`src/rtl/cpu_sequencer.sv`:
```
// Fetch/decode/execute sequencer: fetches a word at pc, decodes it into issue
// fields, offers it to the execute units and advances pc on completion.
module cpu_sequencer #(
  parameter logic [31:0] RESET_PC = 32'h0000_2000,
  parameter logic [4:0]  HALT_OP  = 5'h1F
) (
  input  logic        clk,
  input  logic        reset,
  output logic        imem_req,
  output logic [31:0] imem_addr,
  input  logic        imem_ack,
  input  logic [31:0] imem_rdata,
  output logic [4:0]  issue_op,
  output logic [4:0]  issue_rd,
  output logic [4:0]  issue_rs,
  output logic [4:0]  issue_rt,
  output logic [11:0] issue_L,
  output logic        issue_valid,
  input  logic        exec_done,
  input  logic        exec_err,
  input  logic        br_taken,
  input  logic [31:0] br_target,
  output logic [31:0] pc,
  output logic [31:0] retired,
  output logic        halted,
  output logic        error
);

  typedef enum logic [2:0] {
    S_FETCH  = 3'd0,
    S_DECODE = 3'd1,
    S_EXEC   = 3'd2,
    S_HALT   = 3'd3,
    S_ERROR  = 3'd4
  } state_t;

  state_t      state_q;
  logic [31:0] pc_q;
  logic [31:0] retired_q;
  logic [31:0] ir_q;
  logic [4:0]  op_q, rd_q, rs_q, rt_q;
  logic [11:0] l_q;
  logic        req_q, valid_q, halted_q, error_q;

  logic [31:0] pc_d;
  logic        fault_d;

  always_comb begin
    pc_d    = br_taken ? br_target : (pc_q + 32'd4);
    fault_d = exec_err | (br_taken & (br_target[1:0] != 2'b00));
  end

  // req resets high so the first fetch is already requested when reset drops
  always_ff @(posedge clk or posedge reset) begin
    if (reset) begin
      state_q   <= S_FETCH;
      pc_q      <= RESET_PC;
      retired_q <= 32'd0;
      ir_q      <= 32'd0;
      op_q      <= 5'd0;
      rd_q      <= 5'd0;
      rs_q      <= 5'd0;
      rt_q      <= 5'd0;
      l_q       <= 12'd0;
      req_q     <= 1'b1;
      valid_q   <= 1'b0;
      halted_q  <= 1'b0;
      error_q   <= 1'b0;
    end else begin
      case (state_q)
        S_FETCH: begin
          if (imem_ack) begin
            ir_q    <= imem_rdata;
            req_q   <= 1'b0;
            state_q <= S_DECODE;
          end
        end
        S_DECODE: begin
          op_q <= ir_q[31:27];
          rd_q <= ir_q[26:22];
          rs_q <= ir_q[21:17];
          rt_q <= ir_q[16:12];
          l_q  <= ir_q[11:0];
          if (ir_q[31:27] == HALT_OP) begin
            halted_q <= 1'b1;
            state_q  <= S_HALT;
          end else begin
            valid_q <= 1'b1;
            state_q <= S_EXEC;
          end
        end
        S_EXEC: begin
          if (exec_done) begin
            valid_q <= 1'b0;
            if (fault_d) begin
              error_q <= 1'b1;
              state_q <= S_ERROR;
            end else begin
              pc_q      <= pc_d;
              retired_q <= retired_q + 32'd1;
              req_q     <= 1'b1;
              state_q   <= S_FETCH;
            end
          end
        end
        S_HALT, S_ERROR: ;
        default: begin
          req_q   <= 1'b0;
          valid_q <= 1'b0;
          error_q <= 1'b1;
          state_q <= S_ERROR;
        end
      endcase
    end
  end

  assign imem_req    = req_q;
  assign imem_addr   = pc_q;
  assign issue_op    = op_q;
  assign issue_rd    = rd_q;
  assign issue_rs    = rs_q;
  assign issue_rt    = rt_q;
  assign issue_L     = l_q;
  assign issue_valid = valid_q;
  assign pc          = pc_q;
  assign retired     = retired_q;
  assign halted      = halted_q;
  assign error       = error_q;

endmodule

```
`config.mk`:
```
export PLATFORM = sky130hd
export DESIGN_NAME = cpu_sequencer
export DESIGN_NICKNAME = d
export VERILOG_FILES = /design/src/rtl/cpu_sequencer.sv
export SDC_FILE = /design/constraint.sdc
export NUM_CORES = 1
export LEC_CHECK = 0
export CAP_MARGIN = 20
export CORE_MARGIN = 2
export CORE_UTILIZATION = 42
export CTS_CLUSTER_SIZE = 20
export DETAILED_ROUTE_END_ITERATION = 10
export PLACE_DENSITY = 0.77
export REMOVE_ABC_BUFFERS = 1
export SLEW_MARGIN = 25
export SYNTH_ARGS = -nofsm -noshare
export SYNTH_HDL_FRONTEND = slang
export SYNTH_SLANG_ARGS = --single-unit
```
`constraint.sdc`:
```
create_clock -name clk -period 4.6 [get_ports clk]
set_clock_uncertainty 0.15 [all_clocks]
set_input_delay 0.69 -clock clk [delete_from_list [all_inputs] [get_ports clk]]
set_output_delay 0.69 -clock clk [all_outputs]
set_load 0.01 [all_outputs]
```
==> results of run 1 <==
==> worst min-delay path by stage <==
stage	from	end	slack, ns	cells past startpoint
floorplan	ir_q[0]	ir_q[0]	0.33	1
global placement	retired[31]	retired[31]	0.31	1
detailed placement	retired[31]	retired[31]	0.31	1
CTS	retired[31]	retired[31]	0.32	1
global route	error	error	0.34	1
finish	retired[31]	retired[31]	0.32	1
==> routing by layer <==
metal | routed length, um | share of wire [%] | track usage [%]
met2 | 7940 | 49 | 33.7
met5 | 0 | 0 | 0
met3 | 1550 | 9.5 | 9.19
met1 | 6490 | 40 | 25.1
met4 | 211 | 1.3 | 5.95
==> report_power, final <==
group | internal (uW) | switching, uW
Combinational | 732 | 431
Sequential | 1530 | 245
Clock | 943 | 530
==> through the flow <==
stage                     utilization, %  TNS, ns
final                               61.2        0
after global routing                61.2        0
after CTS                           61.2        0
after detailed placement            56.8        0
after global placement              56.8        0
after floorplan                        -    -9.99
==> sequential cells by signal (all words and copies together), names as in the netlist <==
name         count
issue_rs         5
state_q          3
retired         32
issue_op         5
error            1
ir_q            32
imem_addr       32
halted           1
issue_L         12
issue_valid      1
issue_rt         5
issue_rd         5
imem_req         1
==> cell usage in the layout, fill, tap and decap left out, types with 8 or more instances in the layout <==
master | Yosys | routed
a21oi_1 | 32 | 32
nand4_1 | 19 | 19
nor3_1 | 10 | 9
nand3_1 | 25 | 25
xnor2_1 | 26 | 26
nand2_1 | 29 | 29
o22ai_1 | 15 | 15
clkbuf_16 | 0 | 17
clkdlybuf4s50_1 | 0 | 201
o21ai_0 | 14 | 14
dfrtp_1 | 133 | 133
and2_1 | 8 | 8
nor2_1 | 21 | 21
mux2_2 | 65 | 65
==> worst reg2reg max path, stage by stage, from the launching register on <==
cell	delay, ns
dfrtp_1	0.52
nor4bb_1	0.56
nand3b_1	0.24
buf_4	0.27
nor3_1	0.37
nand4_1	0.17
xnor2_1	0.14
==> cell type report <==
class / count / share of cell area [%]
multi-input combinational: 352 / 29.1
timing repair buffer: 207 / 23.1
tap: 184 / 2.57
inverter: 7 / 0.349
clock inverter: 13 / 2.14
clock buffer: 19 / 5.05
sequential: 135 / 37.7
==> logic make-up (layout without fill, tap and decap cells) <==
group                    Yosys count  count (layout)  synth area share, %
AND/OR/NAND/NOR                  152             152                 14.1
flip-flops                       135             135                 53.4
multiplexers                      71              71                 12.5
adder cells (fa/ha/maj)            2               2                0.395
buffers and inverters             61             246                 5.63
XOR/XNOR                          31              31                 4.29
AO/OA/AOI/OAI                     96              96                 9.68
==> impl_summary.txt, run 1 <==
----------------------------------------------------
[Synth]
  Number of distinct library cells after synthesis ... 55
  Area of the mapped netlist ... 0.00633 mm^2
  Proportion of synthesized chip area in sequential cells ... between 50 and 60%
  Share of the synthesized area in the top cell type ... 52.6%
  Register bit count reported by yosys ... 135
  Async SR Flop Fraction ... 100%
  Most frequently used cell type in the post-synthesis netlist ... dfrtp_1
  Synth cell count leaders ... dfrtp_1, mux2_2, a21oi_1, buf_4, nand2_1
  Main area contributors after synthesis ... dfrtp_1, mux2_2, buf_4
  Largest area contributor in the synthesized netlist ... dfrtp_1
  Avg Inst Size Synth ... 11.6 um^2
  Gate count of the mapped netlist ... 548
  Primary flip-flop cell chosen by synthesis mapping ... dfrtp_1
  Count of flip-flops with a built-in enable after synthesis ... 0
  Warnings, synthesis ... 0

[Drt]
  Wirelength per Cell ... 17.7 um
  Average vias per placed instance ... 5.44
  Drt pass-1 iters ... 4
  DRC ... 0
  Wire length reported by the detailed router ... 16.2 mm
  Antenna violation net count after detailed routing ... 0
  Detailed router's first-iteration violation count ... 305
  Overall via count from detail_route ... 4989

[Run]
  Count of maximum capacitance violations ... 0

[Clock network]
  Number of buffers on the longest clock path ... 2
  Sinks on Clock Net ... 135
  Clock latency on the worst-skew pair ... roughly 0.42 ns
  Hold bufs inserted after CTS ... 0
  Number of setup buffers added after CTS ... 0
  Resize count post-CTS ... 0
  Inserted Clock Buffers ... 17
  Count of H-tree levels built during CTS ... 4
  TritonCTS clock tree ... done
  Clock transition at the register clock pins on the worst setup and hold paths after CTS ... 0.06 ns
  Clock tree root driver cell ... clkbuf_16

[Setup path]
  Critical-path maximum fanout ... 27
  Capturing element of the worst setup path ... imem_addr[26]
  Worst Setup Start Kind ... primary input
  CP startpoint ... br_taken
  Startpoint of the worst-slack reg-to-reg timing path ... state_q[2]
  Highest-delay cell along the critical path ... clkinv_1
  Buf+Inv Stages, Crit Path ... 3
  Kind of critical path ... in -> reg
  Family with the most delay on the worst path ... buffers and inverters
  R2R depth ... 6
  Flop2flop setup slack ... roughly 2 ns
  RR Endpoint ... retired[11]
  Worst stage delay on the critical path ... 0.68 ns
  Req. time, crit path ... 4.77 ns
  Worst-path cell chain ... clkdlybuf4s50_1 -> buf_4 -> clkinv_1 -> nor2_1 -> a311oi_1 -> a211oi_1
  Endpoint arrival time on the critical path ... 3.06 ns
  Cell depth of the worst setup path ... 6
  CP endpoint kind ... register

[Timing]
  Worst-Margin Slew ... 0.802 ns
  Worst slew margin relative to its limit ... a little under half
  Worst hold slack after final layout ... 0.319 ns
  Max Slew Vio Count ... 0
  Final hold vios ... 0
  Final period demand of the worst path ... 2.90 ns
  Max Clock Freq ... approximately 0.35 GHz
  Final setup slack of the worst path ... between 1.5 and 2 ns
  Final setup violation count ... 0
  Final cycle utilization of the critical path ... 62.9%
  RSZ-0062 raised after global routing ... no

[Floorplanning]
  Number of rows in the core area ... 44
  Number of top-level pins ... 202
  Core region area ... around 0.015 mm^2
  Area of the die ... 0.0161 mm^2
  Die Ht ... 127 um
  Width of the chip ... 127 um
  Initial Util ... between 40% and 50%

[Global routing]
  Antenna violations before repair ... 1
  Global-route wire length before repair ... 26.6 mm
  GRT Resource Usage Total ... between 20% and 30%
  Vias in the first global route ... 5099
  Largest net degree at the start of global routing ... 82
  GR Overflow Total ... 0

[Hold path]
  Min-delay worst type ... reg -> reg

[Layout]
  Final Non-Filler Cells ... 917
  Area used by multi-input combinational logic ... 0.00261 mm^2
  Layout overhead on the synthesized area ... 41.6%
  Fraction of layout cells with a size suffix above 1 ... 16.1%
  Post-route design area ... approximately 0.0090 mm^2
  Antenna diode count ... 0
  Layout filler cell count ... 1170
  Area used by sequential logic in the layout ... around 0.0034 mm^2
  Post-layout net count ... between 700 and 800

[Place]
  Port Buffers ... 201
  Instance area at placement ... 0.00832 mm^2
  Detailed Place HPWL ... 11.4 mm
  Worst setup slack before clock tree synthesis ... 1.28 ns
  Placed Cells incl. Taps ... about 890
  Weighted congestion reported at the end of routability-driven placement ... 0.817

[Pwr]
  Total Power Consumption ... 4410 uW
  Standby leakage power ... 0.00368 uW
  Power Dens Cells ... 492 mW/mm^2
  Worst IR drop on VDD ... 0.380 mV

[Run status]
  Outcome ... finished, final reports clean

----------------------------------------------------
No activity file was read; power rests on OpenSTA's default activity.
==> run 2, diff against run 1 <==
- clock period: 4.6 -> 2.4 ns (I/O delays scaled with it)
==> run 2 against run 1 <==
Largest cell class unchanged. Global-route usage barely moved. Utilization up 1.3 points. Highest routed layer unchanged. Sequential power up 89%. Combinational power grew 100%. Count of clock-buffer cells in the layout stayed put. Clock power grew 61%.
==> impl_summary.txt, run 2 (synthesis results as in run 1) <==
----------------------------------------------------
[Pwr]
  Standby leakage power ... 0.00379 uW (was 0.00368 uW)
  Sequential Power Share ... 41.7% (was 40.2%)
  Power Dens Cells ... 879 mW/mm^2 (was 492 mW/mm^2)
  Switching power as a share of total power ... 28.7% (was 27.3%)
  Combinational power share ... 28.8% (was 26.4%)
  Fraction of power consumed by the clock network ... 29.5% (was 33.4%)
  Worst IR drop on VDD ... 0.719 mV (was 0.380 mV)
  Internal cell power ... 5740 uW (was 3200 uW)
  Switching Power ... 2310 uW (was 1210 uW)

[Clock network]
  Clock tree root driver cell ... clkbuf_16 (unchanged)
  Count of H-tree levels built during CTS ... 4 (unchanged)
  Clock latency on the worst-skew pair ... 0.42 ns (about the same)
  Clock transition at the register clock pins on the worst setup and hold paths after CTS ... 0.06 ns (about the same)
  Sinks on Clock Net ... 135 (unchanged)
  Inserted Clock Buffers ... 17 (unchanged)
  Hold bufs inserted after CTS ... 0 (unchanged)
  Number of setup buffers added after CTS ... 0 (unchanged)
  Number of buffers on the longest clock path ... 2 (unchanged)
  TritonCTS clock tree ... done (unchanged)
  Resize count post-CTS ... 0 (unchanged)

[Drt]
  DRC ... 0 (unchanged)
  Average vias per placed instance ... 5.35 (was 5.44)
  Antenna violation net count after detailed routing ... 0 (unchanged)
  Drt pass-1 iters ... 4 (unchanged)
  Wirelength per Cell ... 17.1 um (was 17.7 um)
  Overall via count from detail_route ... 5052 (was 4989)
  Wire length reported by the detailed router ... 16.2 mm (about the same)
  Detailed router's first-iteration violation count ... 340 (was 305)

[Global routing]
  GR Overflow Total ... 0 (unchanged)
  Largest net degree at the start of global routing ... 59 (was 82)
  GR Util met2 ... 33.7% (about the same)
  Antenna violations before repair ... 0 (was 1)
  Routing usage on met3 ... 8.22% (was 9.19%)
  GR Layer Usage met1 ... 25.3% (was 25.1%)
  Global-route wire length before repair ... 26.6 mm (about the same)
  Vias in the first global route ... 5188 (was 5099)
  GRT Resource Usage Total ... 20.7% (about the same)
  Most Crowded Layer GR ... met2 (unchanged)

[Timing]
  Final period demand of the worst path ... 2.33 ns
  Setup total negative slack ... 0 ns (unchanged)
  Final cycle utilization of the critical path ... 97.0%
  Final setup violation count ... 0 (unchanged)
  Worst slew margin relative to its limit ... 68.0% (was 46.2%)
  Final setup slack of the worst path ... 0.0709 ns (was 1.70 ns)
  RSZ-0062 raised after global routing ... no (unchanged)
  Final hold vios ... 0 (unchanged)
  Max Clock Freq ... 0.429 GHz
  Max Slew Vio Count ... 0 (unchanged)
  Worst-Margin Slew ... 0.476 ns (was 0.802 ns)

[Floorplanning]
  Area of the die ... 0.0161 mm^2 (unchanged)
  Core region area ... 0.0146 mm^2 (unchanged)
  Width of the chip ... 127 um (unchanged)
  Number of top-level pins ... 202 (unchanged)
  Initial Util ... 43.2% (unchanged)
  Number of rows in the core area ... 44 (unchanged)
  Die Ht ... 127 um (unchanged)

[Place]
  Detailed Place HPWL ... 11.7 mm (was 11.4 mm)
  Weighted congestion reported at the end of routability-driven placement ... 0.834 (was 0.817)
  Worst setup slack before clock tree synthesis ... -0.0746 ns (was 1.28 ns)
  Port Buffers ... 201 (unchanged)
  Instance area at placement ... 0.00861 mm^2 (was 0.00832 mm^2)

[Layout]
  Most frequent standard cell in the layout excluding fill and tap cells ... clkdlybuf4s50_1 (unchanged)
  Post-layout net count ... 821 (was 792)
  Antenna diode count ... 0 (unchanged)
  Layout overhead on the synthesized area ... 44.5% (was 41.6%)
  Post-route design area ... 0.00915 mm^2 (was 0.00897 mm^2)
  Area used by sequential logic in the layout ... 0.00338 mm^2 (unchanged)
  Fraction of layout cells with a size suffix above 1 ... 19.1% (was 16.1%)
  Most used cells in the layout excluding fill and tap cells ... clkdlybuf4s50_1, dfrtp_1, mux2_2 (unchanged)
  Area used by multi-input combinational logic ... 0.00261 mm^2 (unchanged)
  Layout filler cell count ... 1178 (was 1170)

[Setup path]
  Endpoint arrival time on the critical path ... 2.50 ns (was 3.06 ns)
  Worst Setup Start Kind ... register (was primary input)
  Req. time, crit path ... 2.57 ns (was 4.77 ns)
  Worst-path cell chain ... nand4_1 -> or3_4 -> nor4_4 -> a311oi_1 -> a211oi_1 (was clkdlybuf4s50_1 -> buf_4 -> clkinv_1 -> nor2_1 -> a311oi_1 -> a211oi_1)
  CP endpoint kind ... register (unchanged)
  Critical-path maximum fanout ... 7 (was 27)
  Kind of critical path ... reg -> reg (was in -> reg)
  Worst stage delay on the critical path ... 0.53 ns (was 0.68 ns)
  Highest-delay cell along the critical path ... dfstp_2 (was clkinv_1)

[Run]
  Count of maximum capacitance violations ... 0 (unchanged)

[Run status]
  Outcome ... finished, final reports clean (unchanged)

[Hold path]
  Min-delay worst type ... in -> async (was reg -> reg)

----------------------------------------------------
## run 2: cell count changes in the layout (fill, tap and decap cells not counted), moves of 2 or more
cell | before | now
buf_12 | 1 | 7
buf_4 | 5 | 28
bufinv_16 | 4 | 0
clkinv_4 | 1 | 5
inv_6 | 5 | 3
## run 2: per-layer routing
layer / up-vias / routed length (um)
met2: 199 / 7790
met3: 21 / 1570
met5: - / 0
met4: 0 / 244
met1: 2455 / 6590
li1: 2377 / -
## run 2: cell type report
type / instances / share of cell area (%)
Sequential cell: 135 / 36.9
Multi-Input combinational cell: 352 / 28.5
Timing Repair Buffer: 236 / 25.8
Clock buffer: 19 / 4.84
Tap cell: 184 / 2.52
Clock inverter: 12 / 1.07
Inverter: 7 / 0.314
## run 2: power by group through the flow
stage | sequential, uW | combinational (uW) | clock [uW]
global placement | 3330 | 2280 | 0
finish | 3350 | 2320 | 2370
floorplan | 3500 | 896 | 0
detailed placement | 3390 | 2340 | 0
global route | 3450 | 2520 | 2520
CTS | 3360 | 2360 | 2420
## run 2: path summary, 6_finish.rpt
path / startpoint / to / slack [ns] / cells after the start
worst max-delay path: imem_addr[13] / imem_addr[26] / 0.07 / 5
worst min-delay path: reset / ir_q[10] / 0.10 / 2
worst max register to register: imem_addr[13] / imem_addr[26] / 0.07 / 5
worst min register to register: halted / halted / 0.32 / 1
max in group asynchronous: reset / imem_req / 1.33 / 3
min in group clk: halted / halted / 0.32 / 1
## run 2: worst max-delay path, delay by kind of cell, from the launching register on
kind	cells	cell delay, ns
and+or+nand+nor	3	1.10
AOI/OAI and AO/OA	2	0.45
DFF	1	0.53
## run 2: through the flow
stage / hold slack (ns) / power (uW) / instances / util (%)
floorplan: 0.325 / 4400 / 494 / -
global placement: 0.310 / 5610 / 914 / 58.8
detailed placement: 0.305 / 5730 / 914 / 58.8
CTS: 0.106 / 8140 / 945 / 62.5
global route: 0.127 / 8490 / 945 / 62.5
finish: 0.102 / 8050 / 945 / 62.5
==> run 3, diff against run 2 <==
- CORE_UTILIZATION: 42 -> 57
- DONT_BUFFER_PORTS: not set -> 1
- PLACE_DENSITY: 0.77 -> 0.75
==> run 3 against run 2 <==
Power decreased by 5.8%. Register-to-register slack improved by 0.09 ns. Sequential share of layout area increased by 6.6 points. Combinational power decreased by 43%. Global-route usage increased by 6.2 points. First-iteration DRC count decreased by 14%. Final cell count decreased by 19%. Wire length decreased by 3.6%. Sequential cell count unchanged. Cell area decreased by 15%. Sequential power increased by 7.8%. Largest cell class unchanged.
==> impl_summary.txt, run 3 (synthesis results as in run 1) <==
----------------------------------------------------
[Run status]
  Outcome ... finished, final reports clean (unchanged)

[Setup path]
  RR Endpoint ... imem_addr[30] (was imem_addr[26])
  CP endpoint kind ... register (unchanged)
  Buf+Inv Stages, Crit Path ... 1 (was 0)
  Family with the most delay on the worst path ... simple AND/OR/NAND/NOR gates (unchanged)
  Highest-delay cell along the critical path ... dfstp_2 (unchanged)
  Endpoint arrival time on the critical path ... 2.52 ns (was 2.50 ns)
  Critical-path maximum fanout ... 7 (unchanged)
  R2R depth ... 6 (was 5)
  Req. time, crit path ... 2.68 ns (was 2.57 ns)
  Kind of critical path ... reg -> reg (unchanged)
  Worst Setup Start Kind ... register (unchanged)
  Worst stage delay on the critical path ... 0.53 ns (about the same)
  Flop2flop setup slack ... 0.16 ns (was 0.07 ns)
  Worst-path cell chain ... nand4_1 -> or3_4 -> nor4_4 -> buf_4 -> a211oi_1 -> a311oi_1 (was nand4_1 -> or3_4 -> nor4_4 -> a311oi_1 -> a211oi_1)
  Startpoint of the worst-slack reg-to-reg timing path ... imem_addr[13] (unchanged)

[Floorplanning]
  Die Ht ... 109 um (was 127 um)
  Number of top-level pins ... 202 (unchanged)
  Width of the chip ... 109 um (was 127 um)
  Number of rows in the core area ... 38 (was 44)
  Initial Util ... 58.4% (was 43.2%)
  Area of the die ... 0.0120 mm^2 (was 0.0161 mm^2)
  Core region area ... 0.0108 mm^2 (was 0.0146 mm^2)

[Layout]
  Final Util ... 71.7% (was 62.5%)
  Fraction of layout cells with a size suffix above 1 ... 24.1% (was 19.1%)
  Layout overhead on the synthesized area ... 22.7% (was 44.5%)
  Most frequent standard cell in the layout excluding fill and tap cells ... dfrtp_1 (was clkdlybuf4s50_1)
  Most used cells in the layout excluding fill and tap cells ... dfrtp_1, mux2_2, dlygate4sd3_1 (was clkdlybuf4s50_1, dfrtp_1, mux2_2)
  Post-layout net count ... 686 (was 821)
  Final Non-Filler Cells ... 768 (was 945)
  Layout filler cell count ... 700 (was 1178)

[Global routing]
  GR Util met2 ... 44.2% (was 33.7%)
  Routing usage on met3 ... 11.1% (was 8.22%)
  GR Overflow Total ... 0 (unchanged)
  Antenna violations before repair ... 1 (was 0)
  GRT Resource Usage Total ... 26.9% (was 20.7%)
  Global-route wire length before repair ... 24.4 mm (was 26.6 mm)
  GR Layer Usage met1 ... 30.3% (was 25.3%)
  Vias in the first global route ... 4795 (was 5188)
  Largest net degree at the start of global routing ... 55 (was 59)
  Most Crowded Layer GR ... met2 (unchanged)

[Pwr]
  Power Dens Cells ... 977 mW/mm^2 (was 879 mW/mm^2)
  Switching Power ... 2260 uW (was 2310 uW)
  Internal cell power ... 5330 uW (was 5740 uW)
  Sequential Power Share ... 47.6% (was 41.7%)
  Fraction of power consumed by the clock network ... 34.9% (was 29.5%)
  Switching power as a share of total power ... 29.8% (was 28.7%)
  Standby leakage power ... 0.00337 uW (was 0.00379 uW)
  Worst IR drop on VDD ... 0.901 mV (was 0.719 mV)
  Combinational power share ... 17.4% (was 28.8%)

[Drt]
  DRC ... 0 (unchanged)
  Antenna violation net count after detailed routing ... 0 (unchanged)
  Drt pass-1 iters ... 4 (unchanged)
  Wire length reported by the detailed router ... 15.6 mm (was 16.2 mm)
  Average vias per placed instance ... 6.13 (was 5.35)
  Wirelength per Cell ... 20.3 um (was 17.1 um)
  Overall via count from detail_route ... 4707 (was 5052)
  Detailed router's first-iteration violation count ... 293 (was 340)

[Place]
  Worst setup slack before clock tree synthesis ... 0.145 ns (was -0.0746 ns)
  Detailed Place HPWL ... 9.89 mm (was 11.7 mm)
  Weighted congestion reported at the end of routability-driven placement ... 0.895 (was 0.834)
  Port Buffers ... 0 (was 201)
  Placed Cells incl. Taps ... 673 (was 914)

[Clock network]
  Number of buffers on the longest clock path ... 2 (unchanged)
  Inserted Clock Buffers ... 17 (unchanged)
  Clock tree root driver cell ... clkbuf_8 (was clkbuf_16)
  Clock latency on the worst-skew pair ... 0.53 ns (was 0.42 ns)
  Sinks on Clock Net ... 135 (unchanged)
  Count of H-tree levels built during CTS ... 4 (unchanged)
  TritonCTS clock tree ... done (unchanged)
  Clock transition at the register clock pins on the worst setup and hold paths after CTS ... 0.06 ns (about the same)

[Hold path]
  Critical hold path startpoint ... br_target[25]
  Worst hold path endpoint ... imem_addr[25]
  Worst hold path cell count ... 3
  Min-delay worst type ... in -> reg (was in -> async)

[Timing]
  Worst-Margin Slew ... 0.794 ns (was 0.476 ns)
  Final setup violation count ... 0 (unchanged)
  Final setup slack of the worst path ... 0.159 ns (was 0.0709 ns)
  Worst slew margin relative to its limit ... 47.1% (was 68.0%)
  Worst hold slack after final layout ... 0.0296 ns (was 0.102 ns)
  Final cycle utilization of the critical path ... 93.4% (was 97.0%)
  RSZ-0062 raised after global routing ... no (unchanged)
  Final period demand of the worst path ... 2.24 ns (was 2.33 ns)
  Final hold vios ... 0 (unchanged)
  Max Clock Freq ... 0.446 GHz (was 0.429 GHz)
  Max Slew Vio Count ... 0 (unchanged)

[Run]
  Count of maximum capacitance violations ... 0 (unchanged)

----------------------------------------------------
[run 3: cell count changes in the layout (fill, tap and decap cells not counted), sizes merged, moves of 2 or more]
| cell | change |
|---|---|
| clkinvlp | -2 |
| buf | +5 |
| clkdlybuf4s50 | -201 |
| bufinv | +3 |
| dlygate4sd3 | +60 |
[run 3: worst max-delay path by stage]
| stage | endpoint | cells past startpoint | startpoint | slack [ns] |
|---|---|---|---|---|
| after floorplan | imem_addr[0] | 4 | state_q[2] | -2.54 |
| after global placement | imem_addr[28] | 5 | imem_addr[3] | 0.21 |
| after detailed placement | imem_addr[30] | 5 | imem_addr[3] | 0.14 |
| after CTS | imem_addr[30] | 5 | imem_addr[3] | 0.12 |
| after global routing | imem_addr[22] | 6 | imem_addr[3] | 0.03 |
| final | imem_addr[30] | 6 | imem_addr[13] | 0.16 |
[run 3: per-layer routing]
metal  up-vias  wire (um)
met5         -          0
met4         0        447
met3        39       1490
met2       218       7900
met1      2346       5780
li1       2104          -
[run 3: stage by stage]
stage	TNS [ns]	cell area, um^2	power, uW
floorplan	-385.80	6000	4400
detailed placement	0	6540	4840
finish	0	7770	7590
global placement	0	6540	4730
CTS	0	7750	7590
global route	0	7760	7960
[run 3: cell type report]
type                            instances  area (um^2)  share of cell area, %
Tap cell                              140          175                   2.26
Inverter                                7         31.3                  0.403
Sequential cell                       135         3380                   43.5
Antenna cell                            1         2.50                 0.0322
Clock buffer                           19          432                   5.56
Multi-Input combinational cell        352         2610                   33.6
Clock inverter                         13          173                   2.22
Timing Repair Buffer                  101          963                   12.4
[run 3: tightest hold or removal path: cells and delay by family]
kind,cells,cell delay (ns)
AOI/OAI and AO/OA,3,0.31
[run 3: repair_timing]
item,CTS,global route
setup buffers,0,1
hold buffers,61,0
resized for setup,0,1
setup endpoints to repair,0,12
endpoints found under the hold margin,149,0
[run 3: power by group through the flow]
stage	sequential [uW]	clock, uW	combinational [uW]
floorplan	3500	0	896
global placement	3580	0	1150
detailed placement	3620	0	1210
CTS	3590	2690	1300
global route	3700	2810	1450
finish	3610	2650	1320
